`src/rtl/alu_sched_pkg.sv`:
```
// Shared state encoding, opcode classes and helpers for the ALU operation scheduler.
package alu_sched_pkg;

  typedef enum logic [1:0] {
    IDLE   = 2'd0,
    SETTLE = 2'd1,
    WAIT   = 2'd2,
    RESP   = 2'd3
  } state_e;

  localparam logic [4:0] OP_ADD    = 5'b00000;
  localparam logic [4:0] OP_MUL_LO = 5'b00010;
  localparam logic [4:0] OP_MUL_HI = 5'b00101;
  localparam logic [4:0] OP_DIV_LO = 5'b00110;
  localparam logic [4:0] OP_DIV_HI = 5'b01001;

  localparam logic [31:0] TIMEOUT_RESULT = 32'hDEAD_BEEF;

  function automatic logic is_multicycle(input logic [4:0] opcode);
    return ((opcode >= OP_MUL_LO) && (opcode <= OP_MUL_HI)) ||
           ((opcode >= OP_DIV_LO) && (opcode <= OP_DIV_HI));
  endfunction

endpackage

```
`src/rtl/rr_arbiter2.sv`:
```
// Two-way round-robin grant; the pointer moves to the non-granted side on advance.
module rr_arbiter2 (
  input  logic       clk,
  input  logic       rst,
  input  logic [1:0] req,
  input  logic       advance,
  input  logic       adv_id,
  output logic       gnt_valid,
  output logic       gnt_id
);

  logic ptr_q;
  logic ptr_d;

  always_comb begin
    gnt_valid = |req;
    if (req[0] && req[1]) begin
      gnt_id = ptr_q;
    end else begin
      gnt_id = req[1];
    end
    ptr_d = ptr_q;
    if (advance) begin
      ptr_d = ~adv_id;
    end
  end

  always_ff @(posedge clk) begin
    if (rst) begin
      ptr_q <= 1'b0;
    end else begin
      ptr_q <= ptr_d;
    end
  end

endmodule

```
`src/rtl/alu_op_scheduler.sv`:
```
// Two-requester front end for the shared ALU: arbitrate, hold operands, wait, respond.
// Optional watchdog in WAIT enabled by defining ALU_TIMEOUT_EN.
module alu_op_scheduler
  import alu_sched_pkg::*;
#(
  parameter int unsigned SETTLE_CYCLES  = 4,
  parameter int unsigned TIMEOUT_CYCLES = 256,
  parameter int unsigned CNT_W          = 9
) (
  input  logic        clk,
  input  logic        rst,
  input  logic        req0_valid,
  output logic        req0_ready,
  input  logic [31:0] req0_op1,
  input  logic [31:0] req0_op2,
  input  logic [4:0]  req0_opcode,
  output logic        rsp0_valid,
  input  logic        req1_valid,
  output logic        req1_ready,
  input  logic [31:0] req1_op1,
  input  logic [31:0] req1_op2,
  input  logic [4:0]  req1_opcode,
  output logic        rsp1_valid,
  output logic [31:0] rsp_result,
  output logic        rsp_err,
  output logic [31:0] alu_operator_1,
  output logic [31:0] alu_operator_2,
  output logic [4:0]  alu_opcode,
  input  logic [31:0] alu_answer,
  input  logic        alu_complete,
  output logic        busy
);

  if ((SETTLE_CYCLES < 1) || ((2 ** CNT_W) < SETTLE_CYCLES) ||
      ((2 ** CNT_W) < TIMEOUT_CYCLES)) begin : g_cnt_w_check
    $error("CNT_W too narrow for SETTLE_CYCLES/TIMEOUT_CYCLES");
  end

  localparam logic [CNT_W-1:0] SETTLE_LOAD = CNT_W'(SETTLE_CYCLES - 1);

  state_e      state_q, state_d;
  logic [CNT_W-1:0] cnt_q, cnt_d;
  logic        gid_q, gid_d;
  logic [31:0] op1_q, op1_d;
  logic [31:0] op2_q, op2_d;
  logic [4:0]  opc_q, opc_d;
  logic [31:0] rsp_result_q, rsp_result_d;
  logic        rsp0_valid_q, rsp0_valid_d;
  logic        rsp1_valid_q, rsp1_valid_d;
  logic        busy_q, busy_d;
  logic        gnt_valid, gnt_id, advance;

`ifdef ALU_TIMEOUT_EN
  localparam logic [CNT_W-1:0] TIMEOUT_LOAD = CNT_W'(TIMEOUT_CYCLES - 1);
  logic        to_q, to_d;
  logic        rsp_err_q, rsp_err_d;
`endif

  rr_arbiter2 u_arb (
    .clk       (clk),
    .rst       (rst),
    .req       ({req1_valid, req0_valid}),
    .advance   (advance),
    .adv_id    (gid_q),
    .gnt_valid (gnt_valid),
    .gnt_id    (gnt_id)
  );

  // Ready is a same-cycle acknowledge of the IDLE grant; the grant itself is registered.
  assign req0_ready = (state_q == IDLE) && !rst && gnt_valid && !gnt_id;
  assign req1_ready = (state_q == IDLE) && !rst && gnt_valid && gnt_id;

  always_comb begin
    state_d      = state_q;
    cnt_d        = cnt_q;
    gid_d        = gid_q;
    op1_d        = op1_q;
    op2_d        = op2_q;
    opc_d        = opc_q;
    rsp_result_d = rsp_result_q;
    rsp0_valid_d = 1'b0;
    rsp1_valid_d = 1'b0;
    busy_d       = busy_q;
    advance      = 1'b0;
`ifdef ALU_TIMEOUT_EN
    to_d         = to_q;
    rsp_err_d    = 1'b0;
`endif
    case (state_q)
      IDLE: begin
        if (gnt_valid) begin
          state_d = SETTLE;
          cnt_d   = SETTLE_LOAD;
          gid_d   = gnt_id;
          busy_d  = 1'b1;
          op1_d   = gnt_id ? req1_op1 : req0_op1;
          op2_d   = gnt_id ? req1_op2 : req0_op2;
          opc_d   = gnt_id ? req1_opcode : req0_opcode;
`ifdef ALU_TIMEOUT_EN
          to_d    = 1'b0;
`endif
        end
      end
      SETTLE: begin
        if (cnt_q == '0) begin
          if (is_multicycle(opc_q)) begin
            state_d = WAIT;
`ifdef ALU_TIMEOUT_EN
            cnt_d   = TIMEOUT_LOAD;
`endif
          end else begin
            state_d = RESP;
          end
        end else begin
          cnt_d = cnt_q - 1'b1;
        end
      end
      // alu_complete is only trusted here; during SETTLE it may still be high from the last op.
      WAIT: begin
        if (alu_complete) begin
          state_d = RESP;
        end
`ifdef ALU_TIMEOUT_EN
        else if (cnt_q == '0) begin
          state_d = RESP;
          to_d    = 1'b1;
        end else begin
          cnt_d = cnt_q - 1'b1;
        end
`endif
      end
      RESP: begin
        state_d      = IDLE;
        busy_d       = 1'b0;
        advance      = 1'b1;
        rsp0_valid_d = ~gid_q;
        rsp1_valid_d = gid_q;
`ifdef ALU_TIMEOUT_EN
        rsp_result_d = to_q ? TIMEOUT_RESULT : alu_answer;
        rsp_err_d    = to_q;
`else
        rsp_result_d = alu_answer;
`endif
      end
      default: state_d = IDLE;
    endcase
  end

  always_ff @(posedge clk) begin
    if (rst) begin
      state_q      <= IDLE;
      cnt_q        <= '0;
      gid_q        <= 1'b0;
      op1_q        <= '0;
      op2_q        <= '0;
      opc_q        <= OP_ADD;
      rsp_result_q <= '0;
      rsp0_valid_q <= 1'b0;
      rsp1_valid_q <= 1'b0;
      busy_q       <= 1'b0;
`ifdef ALU_TIMEOUT_EN
      to_q         <= 1'b0;
      rsp_err_q    <= 1'b0;
`endif
    end else begin
      state_q      <= state_d;
      cnt_q        <= cnt_d;
      gid_q        <= gid_d;
      op1_q        <= op1_d;
      op2_q        <= op2_d;
      opc_q        <= opc_d;
      rsp_result_q <= rsp_result_d;
      rsp0_valid_q <= rsp0_valid_d;
      rsp1_valid_q <= rsp1_valid_d;
      busy_q       <= busy_d;
`ifdef ALU_TIMEOUT_EN
      to_q         <= to_d;
      rsp_err_q    <= rsp_err_d;
`endif
    end
  end

  assign alu_operator_1 = op1_q;
  assign alu_operator_2 = op2_q;
  assign alu_opcode     = opc_q;
  assign rsp_result     = rsp_result_q;
  assign rsp0_valid     = rsp0_valid_q;
  assign rsp1_valid     = rsp1_valid_q;
  assign busy           = busy_q;
`ifdef ALU_TIMEOUT_EN
  assign rsp_err        = rsp_err_q;
`else
  assign rsp_err        = 1'b0;
`endif

endmodule

```
`config.mk`:
```
export PLATFORM = sky130hd
export DESIGN_NAME = alu_op_scheduler
export DESIGN_NICKNAME = d
export VERILOG_FILES = /design/src/rtl/alu_sched_pkg.sv /design/src/rtl/rr_arbiter2.sv /design/src/rtl/alu_op_scheduler.sv
export SDC_FILE = /design/constraint.sdc
export NUM_CORES = 1
export LEC_CHECK = 0
export ABC_AREA = 1
export BUFFER_PORTS_ARGS = -buffer_cell sky130_fd_sc_hd__buf_2
export CAP_MARGIN = 20
export CORE_ASPECT_RATIO = 0.5
export CORE_MARGIN = 4
export CORE_UTILIZATION = 47
export CTS_CLUSTER_SIZE = 14
export DETAILED_ROUTE_END_ITERATION = 7
export GPL_TIMING_DRIVEN = 0
export PLACE_DENSITY = 0.86
export SLEW_MARGIN = 5
export SYNTH_ARGS = -nofsm -noshare
export SYNTH_HDL_FRONTEND = slang
export SYNTH_SLANG_ARGS = --single-unit
```
`constraint.sdc`:
```
create_clock -name clk -period 2.82 [get_ports clk]
set_input_delay 0.423 -clock clk [delete_from_list [all_inputs] [get_ports clk]]
set_output_delay 0.423 -clock clk [all_outputs]
set_load 0.01 [all_outputs]
```
# Yosys cells after proc, flatten, opt, wreduce, memory -nomap -nowiden
# Cells that the tools add are included.
totals:
  regBits: 117
  out_inout_bits: 107
  wordCells: 60
op_classes:
  n_addsub: 1
  magnitude_cmp: 4
  n_eq_ne: 7
  mux: 15
  bitwise_logic: 2
  n_reduce_logical: 20
op_table:
  columns: ["op", "n"]
  rows:
  - ["two-way mux 32 bit", 2]
  - ["two-way mux 9 bit", 2]
  - ["one-hot mux 9 bit (2 select lines)", 1]
  - ["zero test 9 bit", 1]
  - ["subtractor 9 x 1 -> 9 bit (second input constant)", 1]
  - ["!= test 2 bit (second input constant)", 4]
  - ["one-hot mux 2 bit (4 select lines)", 1]
  - ["logical AND 1 bit", 7]
  - ["two-way mux 2 bit", 3]
  - ["AND reduction 3 bit", 2]
  - [">= comparator 5 x 2 -> 1 bit (second input constant)", 1]
  - [">= comparator 5 x 3 -> 1 bit (second input constant)", 1]
  - ["less-or-equal comparator 5 x 3 -> 1 bit (second input constant)", 1]
  - ["less-or-equal comparator 5 x 4 -> 1 bit (second input constant)", 1]
  - ["two-way mux 5 bit", 1]
  - ["equality test 2 bit (second input constant)", 2]
  - ["two-way mux 1 bit", 4]
  - ["AND reduction 2 bit", 2]
  - ["nonzero test 2 bit", 2]
  - ["OR reduction 2 bit", 2]
  - ["equality test 2 x 1 -> 1 bit (second input constant)", 1]
  - ["zero test 1 bit", 2]
  - ["zero test 2 bit", 1]
  - ["NOT 1 bit", 2]
  - ["other kinds (2)", 2]

# Depth between registers and ports, before layout
# Gate-level depths: netlist (run 1).
logic_depth:
  depth_word: 6
  mapped_depth: 11
  depth_no_buf: 10

# Hierarchy
# A second synthesis (run 1) with hierarchy kept.
unflattened:
  cells_unflattened: 648
  area_unflattened_um2: 4675.7
by_module_without_submodules:
  columns: ["module", "n_inst", "cells_per_inst", "area_each_um2", "seq_area_each_um2"]
  rows:
  - ["alu_op_scheduler", 1, 639, 4619.4, 2322.2]
  - ["rr_arbiter2", 1, 9, 56.3, 20.0]

# Worst setup path before layout (run 1)
# OpenSTA, ideal clock, no wires.
synth_timing:
  kind: "register -> output"
  from: "register state_q[0]"
  to: "output port req1_ready"
  arrival_time_ns: 1.327
  required_ns: 2.397
  path_slack_ns: 1.070
  path_stages_with_launch: 10
  n_path_buf: 1
  path_cell_list: "dfxtp_1 -> inv_1 -> ha_1 -> inv_2 -> nor2_2 -> inv_2 -> nor2_8 -> nand2_2 -> inv_6 -> buf_6"
synth_between:
  elab_chain_len: 4
synth_lines:
  columns: ["item", "line_no", "rtl"]
  rows:
  - ["from (decl)", "alu_op_scheduler.sv:41", "state_e state_q, state_d;"]
  - ["from (signal assigned)", "alu_op_scheduler.sv:166", "state_q <= state_d;"]
  - ["zero test 2 bit", "alu_op_scheduler.sv:71", "assign req1_ready = (state_q == IDLE) && !rst && gnt_valid && gnt_id;"]
  - ["logical AND 1 bit (3 in a row)", "alu_op_scheduler.sv:71", null]
  - ["to (decl)", "alu_op_scheduler.sv:19", "output logic req1_ready,"]
# No other way between the ends.

# Final worst setup path (run 1)
layout_timing:
  from: "register state_q[1]"
  to: "output port req1_ready"
# Same word-level chain as after synthesis.

==> results by group, run 1 <==
STA
  – Slew HR: 0.553
  – Pins Over Slew Limit: 0
  – RSZ-0062 raised after global routing: no
  – Clock skew: 7.06 ps
  – Final hold violation count: 0
  – Setup violators final: 0
  – Crit path time final: 2610 ps
  – F_max: 383 MHz
  – Period Utilization, post-route: 0.925
  – Fin Setup TNS: 0 ps
  – Fin worst setup slack: 211 ps
  – Worst slew pin tran: 668 ps

Place
  – Port bufs: 280
  – Final GP Congestion: 0.876
  – Dpl ws: 682 ps
  – Cells after DPL: 1068
  – Hpwl dp: 12000 um
  – Placed cell areas: 6310 um^2

Worst setup path
  – Setup slack, reg-to-reg: 630 ps
  – Setup Crit Path Kind: register to output port
  – RR Endpoint: alu_operator_2[23]$_SDFFE_PP0P_
  – Worst-path maximum fanout: 10
  – Startpoint type of the worst setup path: register
  – CP required: 2400 ps
  – Cells on worst reg2reg path: 8
  – Critical Path AT: 2190 ps
  – CP endpoint kind: output port
  – FF-to-FF Start: state_q[0]$_SDFFE_PP0P_

Finish
  – Ant diodes: 0
  – Area Growth Syn to Fin: 45.5%
  – Fin area: 6890 um^2
  – NumNets Final: 1132
  – Post-layout util: 0.716
  – Commonest non-fill, non-tap cell in the layout: buf_2
  – Share of layout cells above drive strength 1: 0.362
  – Fin cells: 1099
  – FILL cells: 779
  – Commonest non-fill, non-tap cells in the layout: buf_2, nand2_1, dfxtp_1

Power and ir drop
  – Power density over cell area: 921 nW/um^2
  – Leak: 3.66 nW
  – VDD IR max: 573 uV

Detailed routing
  – DR vias/cell: 5.01
  – DR WL/cell: 14.5 um
  – Total Wirelength: 15900 um
  – DRT antenna net count: 0
  – Drt drc: 0
  – Via count: 5508
  – Initial drt markers: 375
  – Pre-Repair DR Iteration Count: 8

Synthesis
  – Synth Cell Area: 4740 um^2
  – Largest family of logic cells by synthesized area: simple AND/OR/NAND/NOR gates
  – Ranking of synthesized cells by area: dfxtp_1, nand2_1, nor2_1
  – Average footprint of a synthesized cell: 7.26 um^2
  – Mux share of post-synthesis cell area: 0
  – Sequential share of the synthesized area: 0.494
  – Yosys reg bits: 117
  – Post-synth top area share: 0.494
  – Syn Nets: 833
  – Synthesis Warnings: 0
  – Compound-Gate Fraction of Synth Area: 0.0911
  – Post-synthesis adder-cell area fraction: 0.0132
  – Xor/xnor cell area share of the yosys netlist: 0.00185
  – Cells after Synth: 653
  – Synth cell types: 28
  – Dominant cell type by area after synthesis: dfxtp_1
  – Synth Area in Simple Gates: 0.339

Clocking
  – # H-tree levels: 4
  – Hold buffer count at cts: 0
  – Clk buf depth: 2
  – Clk sinks: 117
  – CTS Buf Count: 17
  – Reg clk slew, reported paths: 50 ps
  – Clk Latency, worst-skew pair: 400 ps
  – Post-CTS sizing: 0
  – Root Driver: clkbuf_16
  – CTS tree: yes
  – Buffers inserted by post-CTS timing repair: 0

Min path
  – WHS Path Cells: 3
  – Hold Crit Class: input port to register
  – Worst hold start: req1_op1[1]
  – Hold Path Sink: alu_operator_1[1]$_SDFFE_PP0P_

Floorplan
  – IO Pins: 282
  – Horiz. Die Dim: 150 um
  – Vert. Die Dim: 79 um
  – Row Count: 25
  – Die ar.: 11800 um^2
  – Initial core utilization: 0.492
  – Core area: 9630 um^2

GRT
  – Vias in the first global route: 5090
  – Antenna violations before repair: 0
  – Pin count of the biggest net entering global routing: 17
  – First-pass GRT wire length: 24400 um
  – Total track usage: 0.258
  – Grt total ovfl: 0

Run
  – Max-Cap Viols: 0

Outcome
  – Status: complete, no violations
## layer usage
metal / global-route usage / part of all wire
met5: 0 / 0
met1: 0.296 / 0.39
met2: 0.463 / 0.50
met4: 0.101 / 0.026
met3: 0.0667 / 0.082
## metrics by stage
stage               total power [W]  hold WS, ps
finish                      0.00635          216
floorplan                   0.00345          422
global route                0.00673          217
CTS                         0.00637          206
global placement            0.00417          434
detailed placement          0.00424          447
## power by group
part	switching [W]	total [W]	leakage [nW]	internal [W]
clock	0.000726	0.00211	0.292	0.00138
combinational	0.00117	0.00191	2.41	0.000739
sequential	0.000249	0.00233	0.959	0.00208
## cell type report
type                    instances  area, um^2  share of cell area
clock inverters                 9         101              0.0147
inverters                      24        96.3              0.0140
plain buffers                  32         189              0.0274
repair buffers                280        1400               0.203
clock buffers                  22         484              0.0702
well taps                     135         169              0.0245
flip-flops and latches        117        2340               0.340
multi-input cells             480        2110               0.306
## worst max-delay path, cell delays in order (launching register included)
cell and delay [ps]:
dfxtp_1 330, inv_1 110, ha_1 260, inv_2 80, nor2_2 160, inv_2 90
nor2_8 150, nand2_2 120, inv_6 140, buf_6 180, buf_2 150
## cells in the mapped netlist
| library cell | number |
|---|---|
| nand2_1 | 214 |
| dfxtp_1 | 117 |
| nor2_1 | 95 |
| nand3_1 | 60 |
| o21ai_0 | 57 |
| inv_1 | 20 |
| a21oi_1 | 14 |
| clkbuf_1 | 14 |
| nand2_2 | 11 |
| o21ai_1 | 10 |
| buf_2 | 7 |
| buf_4 | 6 |
| buf_6 | 5 |
| ha_1 | 5 |
| nor2_2 | 3 |
| inv_2 | 2 |
| nor3b_1 | 2 |
| a31o_2 | 1 |
| a41oi_1 | 1 |
| and2_1 | 1 |
| clkinv_2 | 1 |
| conb_1 | 1 |
| inv_6 | 1 |
| nand3_2 | 1 |
| nor2_8 | 1 |
| nor3_1 | 1 |
| o2111ai_1 | 1 |
| xor2_1 | 1 |
## cells by family (layout without fill, tap and decap cells)
kind of cell / count (synthesis) / after routing
xor+xnor: 1 / 1
other cells: 1 / 1
simple gates: 389 / 389
buf+inv: 56 / 367
compound gates: 84 / 84
fa+ha+maj: 5 / 5
flops: 117 / 117
## flip-flops by register name, summed over array words and instances (netlist names)
| signal | count |
|---|---|
| alu_operator_2 | 32 |
| busy | 1 |
| rsp1_valid | 1 |
| state_q | 2 |
| alu_opcode | 5 |
| cnt_q | 9 |
| gid_q | 1 |
| u_arb.ptr_q | 1 |
| rsp0_valid | 1 |
| rsp_result | 32 |
| alu_operator_1 | 32 |
## worst max-delay path by stage
stage,startpoint,endpoint,cells after the start,slack [ps]
finish,state_q[1]$_SDFFE_PP0P_,req1_ready,10,210
global route,state_q[1]$_SDFFE_PP0P_,req0_ready,10,60
CTS,state_q[1]$_SDFFE_PP0P_,req1_ready,10,200
detailed placement,state_q[0]$_SDFFE_PP0P_,alu_operator_2[23]$_SDFFE_PP0P_,8,680
global placement,state_q[0]$_SDFFE_PP0P_,req0_ready,10,750
floorplan,state_q[0]$_SDFFE_PP0P_,req1_ready,9,1070
No activity file was read; power rests on OpenSTA's default activity.
==> inputs of run 2 (changes only) <==
Settings changed: ABC_AREA 1 to default, CORE_UTILIZATION 47 to 48.
==> run 2 against run 1 <==
Effect of this change:
- synthesized cell count shrank 21%
- critical path depth fell by 5
- register-to-register slack got worse by 180 ps
- cell count down 12%
- worst hold slack improved by 40 ps
- fmax increased by 8.3%
- core utilization decreased by 1.7 points
- via count decreased by 8.2%
- clock power shrank 8%
- sequential cell count stayed put
- highest routed layer unchanged
==> results by group, run 2 <==
Worst setup path
  – Startpoint type of the worst setup path: register
  – Critical Path AT: 1990 ps (-200 ps)
  – CP required: 2400 ps (about the same)
  – CP endpoint kind: output port
  – Setup Crit Path Kind: register to output port
  – Setup slack, reg-to-reg: 450 ps (-180 ps)
  – Worst-path maximum fanout: 10 (unchanged)

STA
  – Pins Over Slew Limit: 0 (unchanged)
  – Hold slack final: 256 ps (+39.9 ps)
  – RSZ-0062 raised after global routing: no
  – Setup violators final: 0 (unchanged)
  – Period Utilization, post-route: 0.854 (-0.0712)
  – F_max: 415 MHz (+8.3%)
  – Final hold violation count: 0 (unchanged)
  – Slew HR: 0.583 (+0.0296)
  – Fin Setup TNS: 0 ps (unchanged)
  – Clock skew: 8.55 ps (+1.49 ps)
  – Crit path time final: 2410 ps (-201 ps)
  – Worst slew pin tran: 626 ps (-41.9 ps)
  – Fin worst setup slack: 411 ps (+201 ps)

Place
  – Final GP Congestion: 0.868 (-0.91%)
  – Hpwl dp: 12100 um (+1.3%)
  – Dpl ws: 547 ps (-136 ps)
  – Port bufs: 279 (-0.36%)
  – Placed cell areas: 6590 um^2 (+4.5%)

Synthesis
  – Cells after Synth: 518 (-21%)
  – Commonest cells post-synth: dfxtp_1, nor2_1, mux2i_1
  – EDFF count, synth: 0 (unchanged)
  – Dominant cell type by area after synthesis: dfxtp_1
  – Sequential share of the synthesized area: 0.467 (-0.0276)
  – Synth Cell Area: 5020 um^2 (+5.9%)
  – Async SR Flop Fraction: 0 (unchanged)
  – Syn Nets: 698 (-16%)
  – Count leader, synth: dfxtp_1
  – Yosys reg bits: 117 (unchanged)
  – Post-synth top area share: 0.467 (-0.0276)
  – Synth cell types: 44 (+57%)
  – Top FF cell, synth: dfxtp_1
  – Ranking of synthesized cells by area: dfxtp_1, mux2i_1, a211oi_1
  – Average footprint of a synthesized cell: 9.69 um^2 (+34%)
  – Synthesis Warnings: 0 (unchanged)

Floorplan
  – Vert. Die Dim: 80.3 um (+1.7%)
  – Core area: 10200 um^2 (+6.0%)
  – Initial core utilization: 0.491 (-0.000515)
  – Horiz. Die Dim: 153 um (+1.7%)
  – Die ar.: 12300 um^2 (+3.4%)
  – Row Count: 26 (+4.0%)
  – IO Pins: 282 (unchanged)

Clocking
  – Clk buf depth: 2 (unchanged)
  – Post-CTS sizing: 0 (unchanged)
  – Buffers inserted by post-CTS timing repair: 0 (unchanged)
  – CTS tree: yes
  – Clk sinks: 117 (unchanged)
  – Root Driver: clkbuf_16
  – CTS Buf Count: 17 (unchanged)
  – Hold buffer count at cts: 0 (unchanged)
  – Reg clk slew, reported paths: 60 ps (about the same)
  – Clk Latency, worst-skew pair: 400 ps (about the same)
  – # H-tree levels: 4 (unchanged)

Finish
  – Ant diodes: 0 (unchanged)
  – Commonest non-fill, non-tap cells in the layout: buf_2, dfxtp_1, nor2_1
  – Post-layout util: 0.698 (-0.0172)
  – Area Growth Syn to Fin: 42.2%
  – Commonest non-fill, non-tap cell in the layout: buf_2
  – FILL cells: 775 (-0.51%)
  – NumNets Final: 996 (-12%)
  – Area of the multi-input gates: 2460 um^2 (+16%)
  – Share of layout cells above drive strength 1: 0.402 (+0.0397)
  – Fin area: 7130 um^2 (+3.5%)
  – Register area: 2340 um^2 (unchanged)

Power and ir drop
  – VDD IR max: 537 uV (-6.2%)
  – Leak: 3.63 nW (-0.85%)
  – Power density over cell area: 979 nW/um^2 (+6.4%)

GRT
  – Antenna violations before repair: 0 (unchanged)
  – Vias in the first global route: 4941 (-2.9%)
  – First-pass GRT wire length: 24100 um (-1.2%)
  – Total track usage: 0.241 (-0.0168)
  – Grt total ovfl: 0 (unchanged)
  – Pin count of the biggest net entering global routing: 17 (unchanged)

Run
  – Max-Cap Viols: 0 (unchanged)

Outcome
  – Status: complete, no violations

Detailed routing
  – DR vias/cell: 5.22 (+4.1%)
  – DRT antenna net count: 0 (unchanged)
  – Total Wirelength: 15600 um (-2.2%)
  – Drt drc: 0 (unchanged)
  – Initial drt markers: 235 (-37%)
  – Via count: 5054 (-8.2%)
  – Pre-Repair DR Iteration Count: 5 (-3)
  – DR WL/cell: 16.1 um (+11%)

Min path
  – Hold Crit Class: input port to register
[run 2: changes by cell type after synthesis, moves of 6 or more]
| cell | previous run | this run |
|---|---|---|
| nand2_1 | 214 | 6 |
| mux2i_1 | 0 | 102 |
| a211oi_1 | 0 | 72 |
| nand3_1 | 60 | 0 |
| o21ai_0 | 57 | 2 |
| clkbuf_1 | 14 | 27 |
| inv_1 | 20 | 8 |
| nor2_1 | 95 | 107 |
| nand2_2 | 11 | 0 |
| a21oi_1 | 14 | 6 |
| buf_2 | 7 | 13 |
[run 2: routing by layer]
metal  wire length, um  share of wire  vias up  global-route usage
met5                 0              0        -                   0
met4               372          0.024        0              0.0791
met3               970          0.062       40              0.0538
met2              7800           0.50      186               0.433
met1              6420           0.41     2375               0.291
li1                  -              -     2453                   -
[run 2: final timing paths]
| kind | startpoint | to | cells after the start |
|---|---|---|---|
| min reg2reg | cnt_q[8]$_SDFFE_PP0P_ | cnt_q[8]$_SDFFE_PP0P_ | 1 |
| max | u_arb.ptr_q$_SDFFE_PP0P_ | req0_ready | 5 |
| min | alu_answer[19] | rsp_result[19]$_SDFFE_PP0P_ | 3 |
| max reg2reg | state_q[0]$_SDFFE_PP0P_ | alu_operator_1[24]$_SDFFE_PP0P_ | 8 |
[run 2: cells by family after synthesis]
group | share of synthesized area
AND/OR/NAND/NOR | 0.119
buffers and inverters | 0.0436
other | 0.000747
adder cells (fa/ha/maj) | 0.0125
flip-flops | 0.467
AO/OA/AOI/OAI | 0.154
multiplexers | 0.203
[run 2: final cells by class]
type,instances,share of cell area
Inverter,8,0.00421
Buffer,44,0.0265
Multi-Input combinational cell,349,0.344
Sequential cell,117,0.328
Clock buffer,18,0.0616
Timing Repair Buffer,279,0.196
Clock inverter,14,0.0147
Tap cell,140,0.0246
[run 2: report_power, final]
part	total [W]	switching, W	internal [W]
sequential	0.00237	0.000274	0.00210
clock	0.00194	0.000795	0.00115
combinational	0.00267	0.00159	0.00108
[run 2: worst max-delay path, cell delays in order, from the launching register on]
cell and delay (ps):
dfxtp_1 330, o21ai_1 140, buf_2 270, buf_2 350, nor3b_1 290, buf_2 190
[run 2: metrics by stage]
step                      total power, W  std cells
after global routing             0.00742        969
after CTS                        0.00700        969
after detailed placement         0.00504        937
after floorplan                  0.00409        518
after global placement           0.00492        937
final                            0.00699        969
==> inputs of run 3 (changes only) <==
Settings changed: ABC_AREA from default to 1, CORE_UTILIZATION 48 to 47, PLACE_DENSITY 0.86 to 0.95.
==> run 3 against run 2 <==
Effect of this change:
- fmax fell by 11%
- count of clock-buffer cells in the layout rose by 4
- worst hold slack lost 40 ps
- critical path depth rose by 5
- first-iteration DRC count increased by 100%
- sequential share of layout area grew 1.1 points
- die area fell by 3.3%
- core utilization up 1.8 points
- register-to-register slack better by 230 ps
- via count rose by 10%
- clock power rose by 12%
- total power decreased by 7.6%
==> results by group, run 3 (same netlist as run 1, synthesis figures left out) <==
Outcome
  – Status: complete, no violations

Detailed routing
  – DR WL/cell: 15.3 um (-4.7%)
  – Met2 wire length: 8440 um (+8.2%)
  – Drt drc: 0 (unchanged)
  – Initial drt markers: 471 (+100%)
  – Top Layer Used: met4
  – M1 WL: 6620 um (+3.1%)
  – DRT antenna net count: 0 (unchanged)
  – Routed wl met3: 1190 um (+23%)
  – Pre-Repair DR Iteration Count: 5 (unchanged)
  – Total Wirelength: 16800 um (+8.2%)
  – DR vias/cell: 5.08 (-2.7%)
  – Via count: 5584 (+10%)

Power and ir drop
  – Pwr Total: 0.00646 W (-7.6%)
  – VDD IR max: 554 uV (+3.1%)
  – Seq pwr share: 0.363 (+0.023)
  – Power density over cell area: 936 nW/um^2 (-4.5%)
  – Clk pwr share: 0.335 (+0.057)
  – Cell Int Power: 0.00425 W (-1.8%)
  – Switching Share: 0.342 (-0.0389)
  – Psw: 0.00221 W (-17%)
  – Leak: 3.67 nW (+1.0%)
  – Combinational share of power: 0.301 (-0.081)

Finish
  – Post-layout util: 0.716 (+0.0179)
  – Area Growth Syn to Fin: 45.7%
  – NumNets Final: 1132 (+14%)
  – Share of layout cells above drive strength 1: 0.361 (-0.0411)
  – Fin cells: 1100 (+14%)
  – Ant diodes: 0 (unchanged)
  – Commonest non-fill, non-tap cell in the layout: buf_2
  – Commonest non-fill, non-tap cells in the layout: buf_2, nand2_1, dfxtp_1

GRT
  – First-pass GRT wire length: 25700 um (+7.0%)
  – Pin count of the biggest net entering global routing: 17 (unchanged)
  – Vias in the first global route: 5393 (+9.1%)
  – Total track usage: 0.276 (+0.0346)
  – Antenna violations before repair: 0 (unchanged)
  – Grt total ovfl: 0 (unchanged)

Worst setup path
  – Crit path cell chain: inv_1, ha_1, inv_2, nor2_2, inv_2, nor2_8, nand2_2, clkinv_2, buf_4, buf_2
  – CP required: 2400 ps (about the same)
  – CP endpoint kind: output port
  – Crit-path max cell delay: 350 ps (about the same)
  – Setup Crit Path Kind: register to output port
  – Critical path launch point: state_q[0]$_SDFFE_PP0P_
  – Most used cell, CP: inv_2
  – Critical Path AT: 2280 ps (+290 ps)
  – FF-to-FF Start: state_q[0]$_SDFFE_PP0P_
  – Slowest cell on the critical path: dfxtp_1
  – Worst-path maximum fanout: 10 (unchanged)
  – Startpoint type of the worst setup path: register

Clocking
  – Reg clk slew, reported paths: 50 ps (about the same)
  – # H-tree levels: 4 (unchanged)
  – CTS Buf Count: 17 (unchanged)
  – Clk sinks: 117 (unchanged)
  – Hold buffer count at cts: 0 (unchanged)
  – Post-CTS sizing: 0 (unchanged)
  – Clk buf depth: 2 (unchanged)
  – Root Driver: clkbuf_16
  – Clk Latency, worst-skew pair: 410 ps (about the same)
  – CTS tree: yes
  – Buffers inserted by post-CTS timing repair: 0 (unchanged)

STA
  – Clock skew: 5.05 ps (-3.50 ps)
  – F_max: 370 MHz (-11%)
  – RSZ-0062 raised after global routing: no
  – Fin Setup TNS: 0 ps (unchanged)
  – Crit path time final: 2700 ps (+294 ps)
  – Setup violators final: 0 (unchanged)
  – Hold slack final: 216 ps (-40.4 ps)
  – Worst slew pin tran: 604 ps (-22.2 ps)
  – Final hold violation count: 0 (unchanged)
  – Pins Over Slew Limit: 0 (unchanged)
  – Period Utilization, post-route: 0.958 (+0.104)
  – Slew HR: 0.596 (+0.0133)

Floorplan
  – Initial core utilization: 0.492 (+0.000515)
  – Horiz. Die Dim: 150 um (-1.7%)
  – IO Pins: 282 (unchanged)
  – Core area: 9630 um^2 (-5.7%)
  – Die ar.: 11800 um^2 (-3.3%)
  – Vert. Die Dim: 79 um (-1.6%)
  – Row Count: 25 (-3.8%)

Place
  – Hpwl dp: 12800 um (+5.2%)
  – Port bufs: 280 (+0.36%)
  – Final GP Congestion: 0.922 (+6.3%)
  – Cells after DPL: 1068 (+14%)

Min path
  – Worst hold start: req1_op1[4]
  – Hold Crit Class: input port to register

Run
  – Max-Cap Viols: 0 (unchanged)
## run 3: final timing paths
check,to,slack (ps),cells after the start
setup / recovery,req0_ready,120,10
hold / removal,alu_operator_1[4]$_SDFFE_PP0P_,220,3
setup reg to reg,alu_operator_2[26]$_SDFFE_PP0P_,680,8
hold reg to reg,alu_operator_2[22]$_SDFFE_PP0P_,460,2
## run 3: power by group through the flow
stage	registers (W)	clock network (W)	logic, W
floorplan	0.00251	0	0.000938
global placement	0.00234	0	0.00184
detailed placement	0.00236	0	0.00191
CTS	0.00233	0.00218	0.00194
global route	0.00239	0.00227	0.00215
finish	0.00235	0.00217	0.00194
## run 3: stage by stage
| step | instance area [um^2] | setup WS (ps) |
|---|---|---|
| finish | 6900 | 118 |
| global route | 6900 | 12.2 |
| CTS | 6900 | 130 |
| detailed placement | 6310 | 675 |
| global placement | 6310 | 718 |
| floorplan | 4740 | 1070 |
## run 3: critical path: cells and delay by family (launching register included)
kind / cells / cell delay, ps
AND/OR/NAND/NOR: 3 / 440
adder cells (fa/ha/maj): 1 / 240
flip-flops: 1 / 350
buffers and inverters: 6 / 830
## run 3: layer usage
metal | global-route usage | vias to the layer above
met2 | 0.493 | 263
met4 | 0.130 | 0
li1 | - | 2682
met3 | 0.0730 | 53
met5 | 0 | -
met1 | 0.308 | 2586
## run 3: final cells by class
class	count	area, um^2
well taps	135	169
clock buffers	22	464
plain buffers	32	189
fillers	771	2730
flip-flops and latches	117	2340
inverters	24	96.3
repair buffers	280	1400
multi-input cells	480	2110
clock inverters	10	129
